==> config.mk <==
export PLATFORM = sky130hd
export DESIGN_NAME = imem_fetch_arbiter
export DESIGN_NICKNAME = d
export VERILOG_FILES = /design/src/rtl/imem_fetch_arbiter.sv
export SDC_FILE = /design/constraint.sdc
export NUM_CORES = 1
export LEC_CHECK = 0
export BUFFER_PORTS_ARGS = -buffer_cell sky130_fd_sc_hd__buf_2
export CAP_MARGIN = 20
export CORE_ASPECT_RATIO = 0.8
export CORE_MARGIN = 1.5
export CORE_UTILIZATION = 51
export CTS_BUF_LIST = sky130_fd_sc_hd__clkbuf_8
export DETAILED_ROUTE_END_ITERATION = 8
export GPL_ROUTABILITY_DRIVEN = 1
export PLACE_DENSITY = 0.92
export SLEW_MARGIN = 40
export SYNTH_ARGS = -nofsm -noshare
export SYNTH_HDL_FRONTEND = slang
export SYNTH_SLANG_ARGS = --single-unit
export TNS_END_PERCENT = 10
==> constraint.sdc <==
create_clock -name clk -period 1.8 [get_ports clk]
set_input_delay 0 -clock clk [delete_from_list [all_inputs] [get_ports clk]]
set_output_delay 0 -clock clk [all_outputs]
set_load 0.05 [all_outputs]
==> src/rtl/imem_fetch_arbiter.sv <==
// Instruction fetch sequencer and sole owner of the instruction ROM read port.
// Fetched words go to the core through a one-entry valid/ready buffer. Debug reads
// share the ROM port. A saturating wait counter bounds how long debug can starve.
module imem_fetch_arbiter #(
  parameter int unsigned          ADDR_W      = 8,
  parameter int unsigned          INSTR_W     = 6,
  parameter logic [INSTR_W-1:0]   HALT_OPCODE = INSTR_W'(6'h3F),
  parameter int unsigned          DBG_MAXWAIT = 3
) (
  input  logic               clk,
  input  logic               rst_n,
  output logic [ADDR_W-1:0]  imem_addr,
  input  logic [INSTR_W-1:0] imem_data,
  output logic               instr_valid,
  output logic [INSTR_W-1:0] instr,
  output logic [ADDR_W-1:0]  instr_pc,
  input  logic               cpu_ready,
  input  logic               redirect,
  input  logic [ADDR_W-1:0]  redirect_pc,
  output logic               halted,
  input  logic               dbg_req,
  input  logic [ADDR_W-1:0]  dbg_addr,
  output logic               dbg_ack,
  output logic [INSTR_W-1:0] dbg_data
);

  localparam int unsigned WAIT_W = (DBG_MAXWAIT < 1) ? 1 : $clog2(DBG_MAXWAIT + 1);

  logic [ADDR_W-1:0]  pc_q, pc_d;
  logic               instr_valid_q, instr_valid_d;
  logic [INSTR_W-1:0] instr_q, instr_d;
  logic [ADDR_W-1:0]  instr_pc_q, instr_pc_d;
  logic               halted_q, halted_d;
  logic               dbg_ack_q, dbg_ack_d;
  logic [INSTR_W-1:0] dbg_data_q, dbg_data_d;
  logic [WAIT_W-1:0]  wait_q, wait_d;

  logic fetch_want;
  logic dbg_elig;
  logic wait_full;
  logic dbg_gnt;
  logic fetch_gnt;

  // Grant decision: debug wins when fetch is idle or debug has waited long enough.
  always_comb begin
    fetch_want = ~halted_q & ~redirect & (~instr_valid_q | cpu_ready);
    dbg_elig   = dbg_req & ~dbg_ack_q;
    wait_full  = (wait_q == WAIT_W'(DBG_MAXWAIT));
    dbg_gnt    = dbg_elig & (~fetch_want | wait_full);
    fetch_gnt  = fetch_want & ~dbg_gnt;
    if (!rst_n) begin
      imem_addr = '0;
    end else if (dbg_gnt) begin
      imem_addr = dbg_addr;
    end else begin
      imem_addr = pc_q;
    end
  end

  // Next-state for the fetch buffer, halt flag, debug return path and wait counter.
  always_comb begin
    pc_d          = pc_q;
    instr_valid_d = instr_valid_q;
    instr_d       = instr_q;
    instr_pc_d    = instr_pc_q;
    halted_d      = halted_q;
    dbg_ack_d     = dbg_gnt;
    dbg_data_d    = dbg_data_q;
    wait_d        = wait_q;

    if (redirect) begin
      // Flush the buffer; the target is fetched on the following cycle.
      pc_d          = redirect_pc;
      instr_valid_d = 1'b0;
      halted_d      = 1'b0;
    end else if (fetch_gnt) begin
      instr_d       = imem_data;
      instr_pc_d    = pc_q;
      instr_valid_d = 1'b1;
      pc_d          = pc_q + ADDR_W'(1);
      if (imem_data == HALT_OPCODE) begin
        halted_d = 1'b1;
      end
    end else if (instr_valid_q && cpu_ready) begin
      instr_valid_d = 1'b0;
    end

    if (dbg_gnt) begin
      dbg_data_d = imem_data;
    end

    if (dbg_gnt || !dbg_req) begin
      wait_d = '0;
    end else if (dbg_elig && !wait_full) begin
      wait_d = wait_q + WAIT_W'(1);
    end
  end

  // State register with asynchronous reset.
  always_ff @(posedge clk or negedge rst_n) begin
    if (!rst_n) begin
      pc_q          <= '0;
      instr_valid_q <= 1'b0;
      instr_q       <= '0;
      instr_pc_q    <= '0;
      halted_q      <= 1'b0;
      dbg_ack_q     <= 1'b0;
      dbg_data_q    <= '0;
      wait_q        <= '0;
    end else begin
      pc_q          <= pc_d;
      instr_valid_q <= instr_valid_d;
      instr_q       <= instr_d;
      instr_pc_q    <= instr_pc_d;
      halted_q      <= halted_d;
      dbg_ack_q     <= dbg_ack_d;
      dbg_data_q    <= dbg_data_d;
      wait_q        <= wait_d;
    end
  end

  assign instr_valid = instr_valid_q;
  assign instr       = instr_q;
  assign instr_pc    = instr_pc_q;
  assign halted      = halted_q;
  assign dbg_ack     = dbg_ack_q;
  assign dbg_data    = dbg_data_q;

endmodule

After elaboration in Yosys (flattened, before gate mapping)
Cells that the tools add are included.
Widths: inputs -> output; s select.
{"block": "word_totals", "regBits": 33, "output_inout_bits": 31}
{"block": "classes", "reduce_logical": 11, "n_eq_ne": 2, "bitwise": 13, "n_addsub": 2, "n_mux": 12}
{"operator": "$mux 8", "n": 4}
{"operator": "$add 8x1->8 const B", "n": 1}
{"operator": "$eq 6x6->1 const B", "n": 1}
{"operator": "$mux 1", "n": 6}
{"operator": "$not 1->1", "n": 6}
{"operator": "$reduce_bool 2->1", "n": 3}
{"operator": "$and 1x1->1", "n": 5}
{"operator": "$mux 2", "n": 2}
{"operator": "$reduce_and 2->1", "n": 2}
{"operator": "$reduce_bool 3->1", "n": 1}
{"operator": "$add 2x1->2 const B", "n": 1}
{"operator": "$eq 2x2->1 const B", "n": 1}
{"operator": "$logic_and 1x1->1", "n": 2}
{"operator": "$logic_not 1->1", "n": 2}
{"operator": "$or 1x1->1", "n": 2}
{"operator": "$logic_or 1x1->1", "n": 1}

Depth between registers and ports, before layout
Gate-level depths: netlist (run 1).
{"block": "logic_depth", "word_depth": 10, "depth_mapped": 6, "mapped_depth_nobuf": 5}

Worst setup path after synthesis (run 1)
OpenSTA, ideal clock, no wires.
{"block": "synth_path", "path_kind": "reg2out", "startpoint": "reg instr_valid_q, in the netlist instr_valid", "endpoint": "out imem_addr[4]", "slack_ps": -455, "t_required_ps": 1800, "path_buffers": 1, "arrival_time_ps": 2255, "stages_incl_launch_ff": 6, "cell_sequence": "dfrtp_1 > nand2b_2 > a311oi_4 > buf_6 > mux2i_1 > nor2b_1"}
{"block": "synth_between", "elab_chain_cells": 8}
{"element": "from (decl)", "line_no": "30", "source": "logic instr_valid_q, instr_valid_d;"}
{"element": "from (signal assigned)", "line_no": "112", "source": "instr_valid_q <= instr_valid_d;"}
{"element": "$not 1->1", "line_no": "46", "source": "fetch_want = ~halted_q & ~redirect & (~instr_valid_q | cpu_ready);"}
{"element": "$or 1x1->1", "line_no": "46"}
{"element": "$and 1x1->1", "line_no": "46"}
{"element": "$not 1->1", "line_no": "49", "source": "dbg_gnt = dbg_elig & (~fetch_want | wait_full);"}
{"element": "$or 1x1->1", "line_no": "49"}
{"element": "$and 1x1->1", "line_no": "49"}
{"element": "named net dbg_ack_d", "line_no": "34", "source": "logic dbg_ack_q, dbg_ack_d;"}
{"element": "$mux 8", "line_no": "53", "source": "end else if (dbg_gnt) begin"}
{"element": "$mux 8", "line_no": "51", "source": "if (!rst_n) begin"}
{"element": "to (decl)", "line_no": "12", "source": "output logic [ADDR_W-1:0] imem_addr,"}
The timed path passes the listed nets, and every way through them passes these cells.

Worst setup path in the final report (run 1)
{"block": "layout_path", "startpoint": "reg wait_q[1]", "endpoint": "out imem_addr[5]"}
{"block": "layout_between", "elab_chain_cells": 5}
{"element": "from (decl)", "line_no": "36", "source": "logic [WAIT_W-1:0] wait_q, wait_d;"}
{"element": "from (signal assigned)", "line_no": "118", "source": "wait_q <= wait_d;"}
{"element": "$eq 2x2->1", "line_no": "48", "source": "wait_full = (wait_q == WAIT_W'(DBG_MAXWAIT));"}
{"element": "$or 1x1->1", "line_no": "49"}
{"element": "$and 1x1->1", "line_no": "49"}
{"element": "$mux 8", "line_no": "53"}
{"element": "$mux 8", "line_no": "51"}
No other way between the ends.

==> results of run 1 <==
## cell families (layout without fill, tap and decap cells)
logic type | Yosys count | after routing | share of synthesized area
flops | 33 | 33 | 0.518
compound gates | 21 | 21 | 0.105
mux | 25 | 25 | 0.170
simple gates | 46 | 46 | 0.157
other cells | 0 | 1 | 0
buf+inv | 9 | 94 | 0.0282
xor+xnor | 1 | 1 | 0.00550
fa+ha+maj | 2 | 2 | 0.0157
## registers in the layout (all words and copies together), names as in the netlist
name	cells
dbg_ack	1
dbg_data	6
halted	1
instr	6
instr_pc	8
instr_valid	1
pc_q	8
wait_q	2
## per-layer routing
layer / vias up / share of wire / GRT usage
li1: 664 / - / -
met1: 781 / 0.39 / 0.397
met2: 107 / 0.51 / 0.609
met3: 23 / 0.067 / 0.104
met4: 0 / 0.037 / 0.146
met5: - / 0 / 0
## what timing repair did
action | CTS | global route
endpoints found under the setup margin | 8 | 27
gates resized for setup | 29 | 8
buffers inserted | 3 | 1
endpoints found under the hold margin | 35 | 0
pin swaps | 2 | 1
hold buffers | 14 | 0
## power by group through the flow
| stage | logic [uW] | clock network (uW) | registers (uW) |
|---|---|---|---|
| 2_1_floorplan | 309 | 0 | 1280 |
| 3_3_place_gp | 841 | 0 | 963 |
| 3_5_place_dp | 863 | 0 | 972 |
| 4_1_cts | 953 | 547 | 967 |
| 5_1_grt | 1030 | 601 | 994 |
| 6_report | 994 | 551 | 984 |
## worst max-delay path by stage
stage | slack, ns | start | cells after the start | end
6_report | -0.09 | wait_q[1]$_DFFE_PN0P_ | 7 | imem_addr[5]
2_1_floorplan | 0.006 | dbg_ack$_DFF_PN0_ | 5 | pc_q[7]$_DFFE_PN0P_
3_3_place_gp | 0.19 | wait_q[0]$_DFFE_PN0P_ | 5 | pc_q[4]$_DFFE_PN0P_
5_1_grt | -0.16 | wait_q[1]$_DFFE_PN0P_ | 7 | imem_addr[5]
4_1_cts | -0.07 | wait_q[1]$_DFFE_PN0P_ | 7 | imem_addr[5]
3_5_place_dp | 0.1 | pc_q[0]$_DFFE_PN0P_ | 5 | pc_q[6]$_DFFE_PN0P_
## through the flow
step	setup TNS [ns]	total power, uW	hold slack, ns	util	cells
floorplan	0	1590	-0.296	-	137
global placement	0	1800	-0.0200	0.692	234
detailed placement	0	1840	-0.00758	0.692	234
CTS	-0.369	2470	0.00172	0.817	259
global route	-1.29	2630	0.0192	0.834	260
finish	-0.486	2530	0.0186	0.834	261
## cells in the final DEF, fill, tap and decap left out, drive strengths merged, types with 3 or more instances in the layout
| master | n |
|---|---|
| buf | 68 |
| mux2 | 17 |
| o21ai | 4 |
| nor2 | 5 |
| mux2i | 8 |
| nand2 | 17 |
| a221o | 4 |
| inv | 4 |
| clkbuf | 5 |
| nor2b | 8 |
| a21oi | 3 |
| dfrtp | 33 |
| dlygate4sd3 | 14 |
## worst max-delay path: stages, from the launching register on
cell	delay [ns]
dfrtp_1	0.36
ha_2	0.20
inv_2	0.05
a311oi_4	0.31
buf_6	0.20
mux2i_4	0.26
nor2b_4	0.06
buf_8	0.15
## cell type report
type / count / area [sq um]
fill: 153 / 475
timing repair buffer: 82 / 569
clock buffer: 5 / 68.8
multi-input combinational: 95 / 847
clock inverter: 3 / 17.5
inverter: 4 / 15.0
tap: 38 / 47.5
antenna: 1 / 2.50
sequential: 33 / 828
==> flow_summary.json, run 1 <==
{
  "dieArea_sq_um": 3470,
  "synth_area_per_cell_sq_um": 11.6,
  "criticalPathCategory": "reg2out",
  "critPathCaptureType": "primary output",
  "switching_share": 0.422,
  "core.rowCount": 17,
  "first_iter_violations": 92,
  "place.gp.congestion": 0.792,
  "reg2regPathDepth": 7,
  "track_usage": 0.346,
  "drc": 0,
  "combPwrFrac": 0.393,
  "final_nets": 250,
  "r2r_start": "wait_q[1]$_DFFE_PN0P_",
  "timing.final.ws_setup_ns": -0.0931,
  "critPathRequiredTime_ns": 1.80,
  "failed_checks": "negative setup slack",
  "die_y_um": 53.0,
  "ys_top_cells_by_area": "dfrtp_1, mux2_2, mux2i_1",
  "switchingPower_uw": 1070,
  "dp_slack_ns": 0.0992,
  "ys_async_sr_fraction": 1.00,
  "min_from": "redirect_pc[6]",
  "cts_buffers": 5,
  "synth_area_leader_cell": "dfrtp_1",
  "r2r_slack_ns": 0.01,
  "p_clk_frac": 0.218,
  "synth_cell_types": 33,
  "yosysWarnings": 0,
  "vias": 1575,
  "ios": 58,
  "p_int_uw": 1460,
  "viasPerCell": 6.03,
  "finalHoldViolations": 0,
  "worst_pin_slew_ns": 0.530,
  "cp-start-kind": "flop",
  "yosysMostFrequentCell": "dfrtp_1",
  "grt_pass1_vias": 1605,
  "ant_nets": 0,
  "maxSlewViolCount": 0,
  "hold_depth": 3,
  "clock.fmax_mhz": 528,
  "drive_gt1_frac": 0.536,
  "final.period_utilization": 1.05,
  "yosysTopAreaCellShare": 0.518,
  "synthesis.area_sq_um": 1590,
  "ys_ff_latch": 33,
  "io_buffer_count": 57,
  "path_max_fanout": 4,
  "status": "finished, violations left",
  "cellPowerDensity_nw_per_um2": 1060,
  "leakagePower_uw": 0.00111,
  "die_x_um": 65.5,
  "seq_area_frac_synth": 0.518,
  "fin_skew_ns": 0.00557,
  "grt_pass1_wl_mm": 8.29,
  "p_seq_frac": 0.389,
  "holdPathEnd": "pc_q[6]$_DFFE_PN0P_",
  "ir_drop_mv": 0.678,
  "syn_nets": 166,
  "cts.htree.levels": 2,
  "drtPass1Iterations": 5,
  "antenna_found_initial": 0,
  "timing.rr.end": "pc_q[6]$_DFFE_PN0P_",
  "tritoncts": "done",
  "initial_core_util": 0.555,
  "min_path_type": "in2reg",
  "root_buffer": "clkbuf_8",
  "clock_latency_ns": 0.29,
  "slew_headroom": 0.646,
  "cp.arrival_ns": 1.89,
  "synthFlopType": "dfrtp_1",
  "core-area_sq_um": 2870,
  "grt_setup_unrepaired": "true",
  "placedInstanceArea_sq_um": 1990,
  "final_area_sq_um": 2400,
  "cap_violations": 0,
  "synthCells": 137,
  "syn_to_final_growth_pct": 50.3,
  "cts_sinks": 33,
  "drt-wirelength-per-cell_um": 21.1,
  "clk_path_buf_depth": 2,
  "grt_overflow": 0,
  "synth-edff-count": 0,
  "grt_max_degree": 27,
  "setup_viol": 8,
  "ys_top_cells_by_count": "dfrtp_1, mux2_2, nand2_1",
  "period_needed_ns": 1.89,
  "wirelength_mm": 5.51,
  "dp_hpwl_mm": 2.91,
  "clk_pin_slew_ns": 0.07
}
No activity file was read; power rests on OpenSTA's default activity.
==> run 2: changes to the inputs <==
Settings changed: HOLD_SLACK_MARGIN from default to 0.02, MAX_ROUTING_LAYER from default to met4, RECOVER_POWER from default to 25.
==> flow_summary.json, run 2 (same netlist as run 1, synthesis figures left out) <==
{
  "status": "finished, violations left",
  "failed_checks": "negative setup slack",
  "final_common_cell": "buf_2",
  "clk_path_buf_depth": 2,
  "cp-start-kind": "flop",
  "cap_violations": 0,
  "grt_setup_unrepaired": "true",
  "p_clk_frac": 0.236,
  "path_max_fanout": 6,
  "combPwrFrac": 0.384,
  "final_cells": 261,
  "die_x_um": 65.5,
  "track_usage": 0.321,
  "final_area_sq_um": 2380,
  "r2r_slack_ns": -0.14,
  "vias": 1625,
  "finalHoldViolations": 0,
  "hold_depth": 3,
  "dp_hpwl_mm": 2.96,
  "initial_core_util": 0.555,
  "first_iter_violations": 182,
  "p_seq_frac": 0.380,
  "cp.arrival_ns": 1.96,
  "diodes": 0,
  "criticalPathCategory": "reg2out",
  "drc": 0,
  "critPathCaptureType": "primary output",
  "clock_latency_ns": 0.28,
  "core-area_sq_um": 2870,
  "tritoncts": "done",
  "maxSlewViolCount": 0,
  "final_nets": 251,
  "setup_viol": 13,
  "slew_headroom": 0.552,
  "root_buffer": "clkbuf_8",
  "drive_gt1_frac": 0.516,
  "fin_skew_ns": 0.00642,
  "timing.rr.end": "pc_q[4]$_DFFE_PN0P_",
  "syn_to_final_growth_pct": 49.3,
  "wirelength_mm": 5.40,
  "antenna_found_initial": 0,
  "clk_pin_slew_ns": 0.06,
  "grt_pass1_vias": 1609,
  "switchingPower_uw": 1040,
  "cts.htree.levels": 2,
  "r2r_start": "wait_q[0]$_DFFE_PN0P_",
  "period_needed_ns": 1.96,
  "slowest_delay_ns": 0.38,
  "placedInstanceArea_sq_um": 1990,
  "crit_top_cell": "buf_6",
  "grt_max_degree": 27,
  "cellPowerDensity_nw_per_um2": 1080,
  "mostFrequentLayoutCells": "buf_2, dfrtp_1, mux2_2, nand2_1, dlygate4sd3_1",
  "finalPower_uw": 2570,
  "ios": 58,
  "clock.fmax_mhz": 510,
  "crit_chain": "ha_2 -> inv_2 -> a311oi_4 -> buf_6 -> mux2i_2 -> nor2b_2 -> buf_6",
  "cts_sinks": 33,
  "cp_slowest_cell": "dfrtp_1",
  "p_int_uw": 1540,
  "min_from": "dbg_req",
  "viasPerCell": 6.23,
  "core.rowCount": 17,
  "ir_drop_mv": 0.701,
  "dieArea_sq_um": 3470,
  "switching_share": 0.403,
  "worst_pin_slew_ns": 0.668,
  "holdPathEnd": "wait_q[0]$_DFFE_PN0P_",
  "final.period_utilization": 1.09,
  "reg2regPathDepth": 6,
  "die_y_um": 53.0,
  "grt_overflow": 0,
  "grt_pass1_wl_mm": 7.76,
  "critPathRequiredTime_ns": 1.80,
  "ant_nets": 0,
  "drt-wirelength-per-cell_um": 20.7,
  "min_path_type": "in2reg",
  "drtPass1Iterations": 5,
  "place.gp.congestion": 0.799,
  "placed_cells": 234,
  "cts_buffers": 5,
  "fin_setup_tns_ns": -1.21,
  "timing.final.ws_setup_ns": -0.161,
  "leakagePower_uw": 0.00112,
  "io_buffer_count": 57
}
run 2: worst max-delay path by stage:
| stage | start | end | slack, ns |
|---|---|---|---|
| after floorplan | dbg_ack$_DFF_PN0_ | pc_q[7]$_DFFE_PN0P_ | 0.006 |
| after global placement | wait_q[0]$_DFFE_PN0P_ | pc_q[5]$_DFFE_PN0P_ | 0.17 |
| after detailed placement | wait_q[0]$_DFFE_PN0P_ | pc_q[7]$_DFFE_PN0P_ | 0.09 |
| after CTS | wait_q[0]$_DFFE_PN0P_ | imem_addr[6] | -0.05 |
| after global routing | wait_q[1]$_DFFE_PN0P_ | imem_addr[1] | -0.21 |
| final | wait_q[0]$_DFFE_PN0P_ | imem_addr[1] | -0.16 |
run 2: power by group through the flow:
stage          logic [uW]  registers [uW]  clock network [uW]
2_1_floorplan         309            1280                   0
6_report              987             979                 607
3_3_place_gp          842             964                   0
3_5_place_dp          865             971                   0
4_1_cts               951             963                 604
5_1_grt              1020             989                 644
run 2: what timing repair did:
| action | CTS | global route |
|---|---|---|
| setup buffers | 4 | 0 |
| gates resized for setup | 28 | 3 |
| hold buffers | 15 | 0 |
| pin swaps | 2 | 2 |
| endpoints found under the setup margin | 8 | 28 |
| hold endpoints to repair | 36 | 0 |
run 2: layout make-up:
class | count | area (sq um)
clock inverter | 1 | 5.00
multi-input combinational | 95 | 812
inverter | 4 | 15.0
timing repair buffer | 83 | 576
fill | 140 | 492
sequential | 33 | 828
clock buffer | 7 | 96.3
tap | 38 | 47.5
run 2: per-layer routing:
metal  vias up  wire, um  GRT usage
met5         -         0          -
met4         0       201      0.132
met3        32       473     0.0553
met2       136      2680      0.548
met1       794      2050      0.385
li1        663         -          -
run 2: worst max-delay path, delay by kind of cell, from the launching register on:
family                   cells  cell delay (ns)
multiplexers                 1             0.29
adder cells (fa/ha/maj)      1             0.22
buffers and inverters        3             0.41
AND/OR/NAND/NOR              1             0.09
flip-flops                   1             0.38
AO/OA/AOI/OAI                1             0.30
run 2: per-stage QoR:
stage / setup slack (ns) / util / hold slack [ns]
3_3_place_gp: 0.175 / 0.692 / -0.0179
3_5_place_dp: 0.0888 / 0.692 / -0.00283
6_report: -0.161 / 0.829 / 0.0606
5_1_grt: -0.206 / 0.829 / 0.0798
4_1_cts: -0.0476 / 0.826 / 0.0492
2_1_floorplan: 0.00567 / - / -0.296
